## src/rtl/spi_word_rx.sv

```systemverilog
// SPI receive path: synchronizes sck/ss_n/mosi into clk, assembles WORD_BITS-bit
// words and presents them on a held valid/ack handshake with overrun and frame-error flags.
module spi_word_rx #(
   parameter int WORD_BITS = 16,
   parameter bit SHIFT_MSB = 1'b1
) (
   input  logic                 clk,
   input  logic                 n_rst,
   input  logic                 sck,
   input  logic                 ss_n,
   input  logic                 mosi,
   input  logic                 rx_ack,
   output logic [WORD_BITS-1:0] rx_data,
   output logic                 rx_valid,
   output logic                 overrun,
   output logic                 frame_error,
   output logic                 busy
);

   localparam int CW = $clog2(WORD_BITS);
   localparam logic [CW-1:0] CNT_LAST = CW'(WORD_BITS - 1);
   localparam logic [CW-1:0] CNT_ONE  = CW'(1);

   typedef enum logic [0:0] {
      IDLE = 1'b0,
      RECV = 1'b1
   } state_t;

   state_t                state_r;
   logic [CW-1:0]         cnt_r;
   logic [WORD_BITS-1:0]  sr_r;
   logic [WORD_BITS-1:0]  shifted_s;
   logic                  sck_meta_r, sck_sync_r, sck_prev_r;
   logic                  ss_meta_r, ss_sync_r;
   logic                  mosi_meta_r, mosi_sync_r;
   logic                  sck_rise_s;
   logic                  complete_s;

   // Two-flop synchronizers; sck gets a third flop so mosi lines up with the detected edge.
   always_ff @(posedge clk or negedge n_rst) begin
      if (!n_rst) begin
         sck_meta_r  <= 1'b0;
         sck_sync_r  <= 1'b0;
         sck_prev_r  <= 1'b0;
         ss_meta_r   <= 1'b1;
         ss_sync_r   <= 1'b1;
         mosi_meta_r <= 1'b1;
         mosi_sync_r <= 1'b1;
      end else begin
         sck_meta_r  <= sck;
         sck_sync_r  <= sck_meta_r;
         sck_prev_r  <= sck_sync_r;
         ss_meta_r   <= ss_n;
         ss_sync_r   <= ss_meta_r;
         mosi_meta_r <= mosi;
         mosi_sync_r <= mosi_meta_r;
      end
   end

   assign sck_rise_s = sck_sync_r & ~sck_prev_r;
   // ss_n deassertion takes priority over a coincident sck edge.
   assign complete_s = (state_r == RECV) & ~ss_sync_r & sck_rise_s & (cnt_r == CNT_LAST);

   // Next shift-register value with the current synced mosi bit folded in.
   always_comb begin
      shifted_s = '0;
      if (SHIFT_MSB) begin
         shifted_s = {sr_r[WORD_BITS-2:0], mosi_sync_r};
      end else begin
         shifted_s = {mosi_sync_r, sr_r[WORD_BITS-1:1]};
      end
   end

   // Frame sequencing FSM with bit counter, shift register, busy and frame_error.
   always_ff @(posedge clk or negedge n_rst) begin
      if (!n_rst) begin
         state_r     <= IDLE;
         cnt_r       <= '0;
         sr_r        <= '0;
         busy        <= 1'b0;
         frame_error <= 1'b0;
      end else begin
         frame_error <= 1'b0;
         case (state_r)
            IDLE: begin
               if (!ss_sync_r) begin
                  state_r <= RECV;
                  cnt_r   <= '0;
                  sr_r    <= '0;
                  busy    <= 1'b1;
               end else begin
                  busy    <= 1'b0;
               end
            end
            RECV: begin
               if (ss_sync_r) begin
                  state_r     <= IDLE;
                  busy        <= 1'b0;
                  frame_error <= (cnt_r != '0);
               end else if (sck_rise_s) begin
                  sr_r <= shifted_s;
                  if (cnt_r == CNT_LAST) begin
                     cnt_r <= '0;
                  end else begin
                     cnt_r <= cnt_r + CNT_ONE;
                  end
               end else begin
                  busy <= 1'b1;
               end
            end
            default: begin
               state_r <= IDLE;
               busy    <= 1'b0;
            end
         endcase
      end
   end

   // Output word register with valid/ack handshake and sticky overrun.
   always_ff @(posedge clk or negedge n_rst) begin
      if (!n_rst) begin
         rx_data  <= '0;
         rx_valid <= 1'b0;
         overrun  <= 1'b0;
      end else if (complete_s) begin
         rx_data  <= shifted_s;
         rx_valid <= 1'b1;
         if (rx_ack) begin
            overrun <= 1'b0;
         end else if (rx_valid) begin
            overrun <= 1'b1;
         end else begin
            overrun <= overrun;
         end
      end else if (rx_ack) begin
         rx_valid <= 1'b0;
         overrun  <= 1'b0;
      end else begin
         rx_valid <= rx_valid;
         overrun  <= overrun;
      end
   end

endmodule

```

## config.mk

```make
export PLATFORM = sky130hd
export DESIGN_NAME = spi_word_rx
export DESIGN_NICKNAME = d
export VERILOG_FILES = /design/src/rtl/spi_word_rx.sv
export SDC_FILE = /design/constraint.sdc
export NUM_CORES = 1
export LEC_CHECK = 0
export BUFFER_PORTS_ARGS = -buffer_cell sky130_fd_sc_hd__buf_2
export CAP_MARGIN = 40
export CORE_MARGIN = 1.5
export CORE_UTILIZATION = 45
export DETAILED_ROUTE_END_ITERATION = 8
export PLACE_DENSITY = 0.65
export RECOVER_POWER = 50
export SLEW_MARGIN = 10
export SYNTH_ARGS = -nofsm -noshare
export SYNTH_HDL_FRONTEND = slang
export SYNTH_SLANG_ARGS = --single-unit
```

## constraint.sdc

```tcl
create_clock -name clk -period 2.2 [get_ports clk]
set_input_delay 0.11 -clock clk [delete_from_list [all_inputs] [get_ports clk]]
set_output_delay 0.11 -clock clk [all_outputs]
set_load 0.02 [all_outputs]
```

# After elaboration in Yosys (flattened, before gate mapping)
# Index checks and enable logic that the tools add are counted.
# totals
word_cells,53
in_bits,6
register_bits,47
out_inout_bits,20
# classes
n_bitwise,7
addsub,1
reduce_logical,5
eq_ne,5
n_mux,20
# ops
operator,count
two-way mux 15 bit,3
case mux 15 bit (2 select lines),1
two-way mux 4 bit,4
two-way mux 1 bit,10
case mux 4 bit (2 select lines),1
adder 4 x 1 -> 4 bit (second input constant),1
bitwise AND 1 bit,4
== test 4 bit (second input constant),1
!= test 2 bit (second input constant),2
nonzero test 2 bit,2
nonzero test 4 bit,1
!= test 3 bit (second input constant),1
NOT 1 bit,3
AND reduction 3 bit,1
!= test 2 x 1 -> 1 bit (second input constant),1
case mux 1 bit (2 select lines),1
AND reduction 2 bit,1

# Depth between registers and ports, before layout
# depth
depth_word,6
depth_mapped,5
ltp_nobuf,4

# Least setup slack after synthesis
# No wires, ideal clock.
# synth_path
path_kind,register to register
from,register ss_sync_r
to,register rx_data[0]
stages_incl_launch_ff,6
setup_time_ns,0.125
period_less_slack_ns,1.586
t_required_ns,2.075
t_arrival_ns,1.461
setup_slack_ns,0.614
n_path_buf,2
path_cell_list,dfstp_2 -> and4bb_1 -> buf_6 -> nand4_4 -> buf_6 -> mux2_4
# synth_via
elab_chain_len,4
# synth_lines
element,line_no,text
from (decl),34,"logic ss_meta_r, ss_sync_r;"
from (signal assigned),54,ss_sync_r <= ss_meta_r;
NOT 1 bit,62,assign complete_s = (state_r == RECV) & ~ss_sync_r & sck_rise_s & (cnt_r == CNT_LAST);
bitwise AND 1 bit (3 in series),62,
to (signal assigned),126,rx_data <= shifted_s;
to (decl),13,"output logic [WORD_BITS-1:0] rx_data,"
# Every way passes these cells.
# A chain may end at the register's enable or synchronous reset.

# Final worst setup path
# Same ends and word-level chain as after synthesis.

==> results.toml <==
[die]
die-area_um2 = 4310
initial_core_util_pct = 47.6
die_w_um = 65.7
ios = 26
rows = 22
coreArea_um2 = 3720
die_y_um = 65.7

[worst_setup_path]
ff2ff_path_depth = 3
required_ns = 2.40
cp-start-kind = "flop"
worstPathMaxFanout = 18
reg2reg_to = "rx_data[0]"
crit_arrival_ns = 1.82
crit_path_end_kind = "flop"
critical_path_class = "reg2reg"
r2r_setup_slack_ns = 0.57
timing.rr.start = "ss_sync_r"

[sta]
rsz0062_at_grt = "false"
fin_crit_ns = 1.63
tns_ns = 0
hold_violations = 0
drv_slew = 0
fin_hold_ws_ns = 0.284
tightest_slew_ns = 0.849
finalSetupViolations = 0
slew_headroom_pct = 43.4
finalClockSkew_ns = 0.00534
max_freq_mhz = 615
finalCritPeriodShare_pct = 73.9

[cts]
cts.sinks = 47
cts_tree = "done"
h-tree-depth = 2
post_cts_buffers = 0
cts_root_buffer = "clkbuf_8"
clk-insertion-delay-late_ns = 0.31
ctsHoldBuffers = 5
cts_buffer_depth = 2
cts_resized = 0
cts.clk_slew.worst_paths_ns = 0.08
cts_buffers = 5

[synth]
synthCells = 114
ys_ff_latch = 47
syn_nets = 122
yosysTopAreaCell = "dfrtp_1"
synth_seq_area_share_pct = 66.8
synth_top_cell_area_share_pct = 60.9
synth.distinct_cells = 26
netlist_area_um2 = 1770
synth_area_leaders = "dfrtp_1 (61%), a22o_1 (7.4%), mux2_4 (6.8%), dfstp_2 (5.9%), mux2_2 (5.1%)"
yosysWarnings = 0
avgSynthCellArea_um2 = 15.5

[routing]
wl_per_cell_um = 14.5
firstDrtPassIters = 4
vias_per_cell = 5.17
via_count = 1023
drtIter0Drc = 36
wirelength_um = 2870
remaining_drc_errors = 0
detail-route-antenna-nets = 0

[place]
placed_area_um2 = 1940
place_congestion = 0.861
dp_hpwl_um = 1900
numPortBuffers = 25

[layout]
layout_commonest_cell = "dfrtp_1"
final_cell_mix = "dfrtp_1 (43), buf_2 (22), a22o_1 (15)"
post-route-cell-area_um2 = 2100
fillers = 323
layout-area-overhead-vs-synth_pct = 18.9
drive_above_1_share_pct = 34.7
final_net_count = 157
diodes = 0

[global_route]
antenna_found_initial = 0
grt_pass1_vias = 1021
overflow = 0
track_usage_pct = 16.0
grt_max_degree = 23
grt_pass1_wl_um = 4970

[pwr]
ir_drop_v = 0.000422
p_total_mw = 1.63
power.density_nw_per_um2 = 776
leakagePower_nw = 1.10

[worst_hold_path]
hold_class = "in2async"

[flow_run]
maxCapViolations = 0

[run_status]
outcome = "completed"
## cells by family after synthesis
| family | Yosys count | share of synthesized area, % |
|---|---|---|
| xor+xnor | 1 | 0.495 |
| buf+inv | 10 | 2.97 |
| compound gates | 25 | 11.5 |
| simple gates | 13 | 4.95 |
| mux | 16 | 11.9 |
| fa+ha+maj | 2 | 1.42 |
| flops | 47 | 66.8 |
## layout make-up
type                    count  area [um^2]  share of cell area [%]
inverters                   5         18.8                   0.893
repair buffers             33          190                    9.05
flip-flops and latches     47         1180                    56.2
well taps                  48         60.1                    2.86
clock inverters             2         35.0                    1.67
clock buffers               6         82.6                    3.93
multi-input cells          57          534                    25.4
## metal layers
metal | global-route usage [%] | part of all wire [%] | vias to the layer above
met5 | 0 | 0 | -
met4 | 10.2 | 3.0 | 0
met3 | 4.11 | 4.2 | 7
met2 | 24.4 | 46 | 28
met1 | 20.3 | 47 | 510
li1 | - | - | 478
## synth_stat cells
library cell and count:
nand2_1 4, a2111oi_0 1, buf_6 2, o21ai_0 2
o2bb2ai_1 1, mux2_4 8, and4bb_1 1, mux2_2 8
o31a_1 1, nor3b_1 1, nand4_4 1, a21o_1 1
nand3_1 3, inv_1 5, a22o_1 15, a211o_1 1
xor2_1 1, a211oi_1 1, nand2b_1 2, o22ai_1 1
a21oi_1 1, dfstp_2 4, nor2_1 1, ha_1 2
clkbuf_1 3, dfrtp_1 43
## power breakdown
| part | switching (mW) | total (mW) | internal, mW |
|---|---|---|---|
| Sequential | 0.0231 | 0.909 | 0.886 |
| Clock | 0.282 | 0.649 | 0.367 |
| Combinational | 0.0439 | 0.0733 | 0.0294 |
## worst max path at each step
| stage | startpoint | end | slack (ns) | cells past startpoint |
|---|---|---|---|---|
| CTS | sck_prev_r | rx_data[0] | 0.56 | 3 |
| global route | n_rst | rx_data[2] | 0.48 | 3 |
| finish | ss_sync_r | rx_data[0] | 0.57 | 3 |
| detailed placement | sck_prev_r | rx_data[0] | 0.56 | 3 |
| global placement | sck_prev_r | rx_data[9] | 0.63 | 3 |
| floorplan | ss_sync_r | rx_data[0] | 0.61 | 5 |
## sequential cells by signal, summed over array words and instances (netlist names)
name and flops:
mosi_sync_r 1, busy 1, sck_meta_r 1, frame_error 1, sck_sync_r 1, cnt_r 4
ss_sync_r 1, rx_valid 1, sck_prev_r 1, state_r 1, overrun 1, mosi_meta_r 1
sr_r 15, rx_data 16, ss_meta_r 1
## through the flow
step,setup slack [ns],std cells,utilization [%]
6_report,0.574,198,56.6
4_1_cts,0.557,198,56.8
2_1_floorplan,0.614,114,-
3_3_place_gp,0.634,185,52.3
5_1_grt,0.482,198,56.6
3_5_place_dp,0.564,185,52.3
## worst max-delay path, cell delays in order, from the launching register on
cell	delay (ns)
dfstp_1	0.40
and4bb_1	0.34
nand4_4	0.36
mux2_4	0.42
Note: power is estimated with default switching activity, not from simulation.
